[src/rtl/seq_oe_sort.sv]
// seq_oe_sort: sequential odd-even transposition sorter.
//
// Sorts NUM unsigned DW-bit elements. One compare-exchange phase runs per
// clock, so NUM/2 comparators serve all phases. Each transaction carries its
// own direction bit. The block also returns the stable permutation (argsort):
// the original index of every output element.
//
// Optional feature: define SEQ_OE_SORT_EARLY_EXIT_EN to enable early exit.
// The sort then stops after two consecutive phases that swap nothing, and the
// early_o port reports that the sort ended early.
//
// Ports:
//   clk, rst   rising-edge clock, asynchronous active-high reset
//   in_valid   input vector valid
//   in_ready   block can accept a vector (high only in IDLE)
//   data_i     packed input, element k at [k*DW +: DW]
//   mode_i     0 = ascending, 1 = descending, sampled with data_i
//   out_valid  sorted result valid (high in DONE)
//   out_ready  consumer accepts the result
//   data_o     sorted vector, element k at [k*DW +: DW], k=0 first in order
//   idx_o      original index of each output element, element k at [k*IW +: IW]
//   busy       high in SORT or DONE
//   early_o    (macro only) 1 when the last result ended early
//
// Handshake: a transfer happens on a rising edge where valid && ready. When
// out_valid is high it stays high, with data_o and idx_o stable, until it is
// accepted. The producer may raise in_valid at any time. in_valid is ignored
// while in_ready is low.
module seq_oe_sort #(
  parameter int DW = 8,
  parameter int NUM = 8,
  localparam int IW = (NUM <= 2) ? 1 : $clog2(NUM)
) (
  input  logic              clk,
  input  logic              rst,
  input  logic              in_valid,
  output logic              in_ready,
  input  logic [DW*NUM-1:0] data_i,
  input  logic              mode_i,
  output logic              out_valid,
  input  logic              out_ready,
  output logic [DW*NUM-1:0] data_o,
  output logic [IW*NUM-1:0] idx_o,
`ifdef SEQ_OE_SORT_EARLY_EXIT_EN
  output logic              early_o,
`endif
  output logic              busy
);

  localparam int NC = NUM / 2;

  typedef enum logic [1:0] {S_IDLE, S_SORT, S_DONE} state_t;

  // FSM state, exposed for debug probing.
  state_t state, state_nxt;

  logic [DW-1:0] elem_q [NUM];
  logic [IW-1:0] idx_q  [NUM];
  logic [DW-1:0] elem_nx [NUM];
  logic [IW-1:0] idx_nx  [NUM];
  logic          mode_q;
  logic [IW-1:0] cnt_q;
  // Set once the final phase has been applied. The following SORT cycle is
  // the DONE-entry cycle.
  logic          last_q;
`ifdef SEQ_OE_SORT_EARLY_EXIT_EN
  logic          prev_zero_q;
  logic          early_q;
`endif

  logic          odd;
  logic [NC-1:0] swap;
  logic [DW-1:0] op_a [NC];
  logic [DW-1:0] op_b [NC];

  assign odd = cnt_q[0];

  // Comparator c serves pair (2c,2c+1) in even phases and (2c+1,2c+2) in odd
  // phases. When NUM is even, the last comparator has no odd pair and stays idle.
  for (genvar c = 0; c < NC; c++) begin : g_cmp
    localparam bit O_OK = (2*c + 2 < NUM);
    localparam int HI_O = O_OK ? 2*c + 2 : 2*c + 1;
    assign op_a[c] = odd ? elem_q[2*c + 1] : elem_q[2*c];
    assign op_b[c] = odd ? elem_q[HI_O] : elem_q[2*c + 1];
    // Strict comparison: equal values stay in place, which keeps the sort stable.
    assign swap[c] = (!odd || O_OK) &&
                     (mode_q ? (op_a[c] < op_b[c]) : (op_a[c] > op_b[c]));
  end

  // Position k takes its partner's value when the comparator that covers it
  // in this phase swaps. Unpaired end elements keep their value.
  for (genvar k = 0; k < NUM; k++) begin : g_pos
    localparam bit E_EX = ((k / 2) < NC);
    localparam int EC   = E_EX ? k / 2 : 0;
    localparam int EP   = !E_EX ? k : ((k % 2 == 0) ? k + 1 : k - 1);
    localparam bit O_EX = (k % 2 == 1) ? (k + 1 < NUM) : (k > 0);
    localparam int OC   = !O_EX ? 0 : ((k % 2 == 1) ? (k - 1) / 2 : k / 2 - 1);
    localparam int OP   = !O_EX ? k : ((k % 2 == 1) ? k + 1 : k - 1);
    logic take;
    assign take       = odd ? (O_EX && swap[OC]) : (E_EX && swap[EC]);
    assign elem_nx[k] = take ? (odd ? elem_q[OP] : elem_q[EP]) : elem_q[k];
    assign idx_nx[k]  = take ? (odd ? idx_q[OP] : idx_q[EP]) : idx_q[k];
    assign data_o[k*DW +: DW] = elem_q[k];
    assign idx_o[k*IW +: IW]  = idx_q[k];
  end

  always_ff @(posedge clk or posedge rst) begin
    if (rst) state <= S_IDLE;
    else     state <= state_nxt;
  end

  always_comb begin
    state_nxt = state;
    in_ready  = 1'b0;
    out_valid = 1'b0;
    busy      = 1'b0;
    case (state)
      S_IDLE: begin
        in_ready = 1'b1;
        if (in_valid) state_nxt = S_SORT;
      end
      S_SORT: begin
        busy = 1'b1;
        if (last_q) state_nxt = S_DONE;
      end
      S_DONE: begin
        busy      = 1'b1;
        out_valid = 1'b1;
        if (out_ready) state_nxt = S_IDLE;
      end
      default: state_nxt = S_IDLE;
    endcase
  end

  always_ff @(posedge clk or posedge rst) begin
    if (rst) begin
      for (int k = 0; k < NUM; k++) begin
        elem_q[k] <= '0;
        idx_q[k]  <= '0;
      end
      mode_q <= 1'b0;
      cnt_q  <= '0;
      last_q <= 1'b0;
`ifdef SEQ_OE_SORT_EARLY_EXIT_EN
      prev_zero_q <= 1'b0;
      early_q     <= 1'b0;
`endif
    end else begin
      if (state == S_IDLE && in_valid) begin
        for (int k = 0; k < NUM; k++) begin
          elem_q[k] <= data_i[k*DW +: DW];
          idx_q[k]  <= IW'(k);
        end
        mode_q <= mode_i;
        cnt_q  <= '0;
        last_q <= 1'b0;
`ifdef SEQ_OE_SORT_EARLY_EXIT_EN
        prev_zero_q <= 1'b0;
        early_q     <= 1'b0;
`endif
      end else if (state == S_SORT && !last_q) begin
        for (int k = 0; k < NUM; k++) begin
          elem_q[k] <= elem_nx[k];
          idx_q[k]  <= idx_nx[k];
        end
        cnt_q <= cnt_q + IW'(1);
        if (cnt_q == IW'(NUM - 1)) last_q <= 1'b1;
`ifdef SEQ_OE_SORT_EARLY_EXIT_EN
        prev_zero_q <= ~(|swap);
        if (~(|swap) && prev_zero_q && cnt_q != IW'(NUM - 1)) begin
          last_q  <= 1'b1;
          early_q <= 1'b1;
        end
`endif
      end
    end
  end

`ifdef SEQ_OE_SORT_EARLY_EXIT_EN
  assign early_o = early_q;
`endif

endmodule

[config.mk]
export PLATFORM = sky130hd
export DESIGN_NAME = seq_oe_sort
export DESIGN_NICKNAME = d
export VERILOG_FILES = /design/src/rtl/seq_oe_sort.sv
export SDC_FILE = /design/constraint.sdc
export NUM_CORES = 1
export LEC_CHECK = 0
export BUFFER_PORTS_ARGS = -buffer_cell sky130_fd_sc_hd__buf_2
export CAP_MARGIN = 20
export CORE_MARGIN = 2
export CORE_UTILIZATION = 57
export CTS_CLUSTER_DIAMETER = 50
export DETAILED_ROUTE_END_ITERATION = 8
export PLACE_DENSITY = 0.86
export SKIP_LAST_GASP = 1
export SLEW_MARGIN = 20
export SYNTH_ARGS = -nofsm -noshare
export SYNTH_HDL_FRONTEND = slang
export SYNTH_SLANG_ARGS = --single-unit
[constraint.sdc]
create_clock -name clk -period 11 [get_ports clk]
set_input_delay 0.55 -clock clk [delete_from_list [all_inputs] [get_ports clk]]
set_output_delay 0.55 -clock clk [all_outputs]
set_load 0.02 [all_outputs]
==> out/results.tsv <==
stage	metric	value	unit
logic_synthesis	syn_nets	858	
job	max_cap_viol_count	0	
floorplan	io_pins	160	
timing	fin_crit_sh	0.4554	
timing	post-route-min-period	5009	ps
clock_network	clock-sinks	95	
global_route	grt_pass1_vias	5809	
power_and_ir_drop	p_leak	3.719	nW
clock_network	cts_resized	0	
routing	met3_length	1215	µm
global_route	antenna_found_initial	0	
floorplan	dieArea	12390	µm²
timing	tightest_slew	1106	ps
logic_synthesis	ys_top_cells_by_area	dfrtp_1, nand2_1, mux2i_1	
routing	vias	6188	
timing	fin_ws	5991	ps
worst_setup_path	critPathArrivalTime	5230	ps
layout	stdcell_area	7657	µm²
worst_setup_path	crit_slowest_cell	dfrtp_4	
timing	slew_headroom	0.2577	
logic_synthesis	seq_area_frac_synth	0.3620	
worst_setup_path	start_kind	flip-flop	
logic_synthesis	synth.top_cell.area_share	0.3620	
timing	rsz0062_at_grt	no	
hold_path	hold_class	in2async	
global_route	overflow	0	
layout	area_growth	16.62	%
clock_network	post_cts_buffers	0	
clock_network	hold_buffers	0	
worst_setup_path	criticalPathCategory	reg2reg	
worst_setup_path	slowest_delay	850	ps
routing	viasPerCell	6.079	
logic_synthesis	syn_area	6566	µm²
routing	highest_layer	met4	
worst_setup_path	crit_buf_inv	2	
timing	fin_worst_skew	7.458	ps
place	dp_hpwl	12340	µm
layout	n_fill_cell	964	
logic_synthesis	ys_seq_elements	95	
worst_setup_path	required	11220	ps
floorplan	core	11320	µm²
place	place_ws	6122	ps
logic_synthesis	synth_edf_count	0	
clock_network	htreeDepth	3	
routing	drtIter0Drc	499	
run_status	outcome	finished clean	
routing	m1WireLength	7484	µm
global_route	grt_start_max_net_pins	95	
global_route	grt_pass1_wl	28230	µm
clock_network	clk_pin_slew	70	ps
timing	whs	254.8	ps
worst_setup_path	setup.worst_path.end_class	flip-flop	
layout	post-route-util	0.6764	
floorplan	rows	39	
routing	drtPass1Iterations	5	
logic_synthesis	ys_types	53	
layout	diodes	0	
floorplan	dieHeight	111.3	µm
routing	routedWlPerCell	16.91	µm
power_and_ir_drop	peakVddDrop	0.0002282	V
routing	drcViolationCount	0	
layout	drive_above_1_share	0.2617	
worst_setup_path	crit_chain	buf_4 > inv_1 > nand2_1 > and2_1 > ha_1 > nor2b_1 > o211ai_1 > a21oi_1 > o31a_1 > a21oi_2 > a21boi_0 > a311o_1	
logic_synthesis	yosysWarnings	0	
floorplan	die_x	111.3	µm
timing	finalHoldViolCount	0	
worst_setup_path	critical-path-top-delay-family	compound AO/OA/AOI/OAI gates	
routing	wirelength	17210	µm
floorplan	initial_utilization	0.5800	
worst_setup_path	crit_fanout	74	
place	port_buffers	159	
power_and_ir_drop	p_per_area	389.6	nW/µm²
layout	fin_nets	978	
clock_network	cts-root-buf	clkbuf_16	
routing	antenna_left	0	
clock_network	tritoncts	yes	
timing	fin_tns_setup	0	ps
logic_synthesis	synthArstFlopShare	1.000	
clock_network	numCtsBuffers	9	
timing	setup-violations-final	0	
timing	max_freq	0.1996	GHz
global_route	grt_usage	0.2746	
place	place_congestion	0.8909	
logic_synthesis	syn_area_per_cell	8.743	µm²
routing	routed-wl-met2	8083	µm
clock_network	clock_latency	340	ps
logic_synthesis	synth.largest_area_cell	dfrtp_1	
place	detailed_place.area	7312	µm²
logic_synthesis	synth_ff_type	dfrtp_1	
logic_synthesis	postSynthCellCount	751	
timing	slew_viol_final	0	
clock_network	cts_buffer_depth	2	
[final timing paths]
kind	slack [ps]	cells after the start	endpoint	startpoint
hold reg to reg	520	2	last_q	last_q
setup reg to reg	5990	12	idx_o[14]	cnt_q[0]
hold / removal	250	2	idx_o[11]	rst
min in group clk	410	3	data_o[21]	data_i[21]
max in group asynchronous	9700	3	data_o[62]	rst
setup / recovery	5990	12	idx_o[14]	cnt_q[0]
[stage by stage]
| stage | power, mW | instances |
|---|---|---|
| CTS | 2.962 | 1018 |
| global placement | 2.524 | 1002 |
| finish | 2.983 | 1018 |
| floorplan | 2.157 | 751 |
| detailed placement | 2.582 | 1003 |
| global route | 3.220 | 1018 |
[final cells by class]
type / instances / area [µm²] / area share
Inverter: 24 / 92.59 / 0.01209
Multi-Input combinational cell: 575 / 3811 / 0.4977
Clock inverter: 5 / 106.4 / 0.01389
Timing Repair Buffer: 166 / 848.3 / 0.1108
Tap cell: 143 / 178.9 / 0.02337
Clock buffer: 10 / 239.0 / 0.03121
Sequential cell: 95 / 2381 / 0.3109
[sequential cells by signal (all words and copies together), names as in the netlist]
register and flops:
last_q 1, cnt_q 3, mode_q 1, data_o 64, idx_o 24, state 2
[synthesized netlist by cell type, types with 16 or more instances]
master / count
nand2_1: 147
dfrtp_1: 95
a21oi_1: 54
mux2i_1: 54
o21ai_0: 52
ha_1: 38
mux2_2: 32
clkbuf_1: 28
inv_1: 24
nor2_1: 24
o21ai_1: 21
a31oi_1: 17
buf_2: 17
a41o_1: 16
nand3_1: 16
nor2b_1: 16
[power by group]
group / switching [mW] / internal (mW)
Combinational: 1.13 / 0.746
Sequential: 0.235 / 0.515
Clock: 0.134 / 0.228
Total: 1.49 / 1.49
[per-layer routing]
layer / global-route usage / vias up
met5: 0 / -
met2: 0.4321 / 286
met3: 0.04464 / 41
met4: 0.09794 / 0
li1: - / 2943
met1: 0.3880 / 2918
[worst reg2reg max path, cell delays in order, from the launching register on]
cell and delay (ps):
dfrtp_4 850, buf_4 820, inv_1 620, nand2_1 240, and2_1 150, ha_1 230
nor2b_1 130, o211ai_1 170, a21oi_1 150, o31a_1 310, a21oi_2 660, a21boi_0 210
a311o_1 350
[cells by family after synthesis]
kind of cell	Yosys count	share of synthesized area
adder cells (fa/ha/maj)	38	0.07241
buffers and inverters	81	0.05793
XOR/XNOR	1	0.001334
flip-flops	95	0.3620
multiplexers	86	0.1372
AO/OA/AOI/OAI	215	0.2119
AND/OR/NAND/NOR	235	0.1572
[placed cells by master, fill, tap and decap left out, drive strengths merged, types with 5 or more instances in the layout]
cell type / n
mux2i: 54
mux2: 32
o211ai: 14
a21oi: 56
a41o: 16
o21ai: 74
inv: 24
nor2: 24
ha: 38
a221oi: 5
buf: 166
nand4: 8
clkbuf: 10
nand2: 147
and2: 10
a31oi: 17
o31ai: 9
nand3: 16
nor2b: 17
dfrtp: 95
nor3: 7
Note: power is estimated with default switching activity, not from simulation.
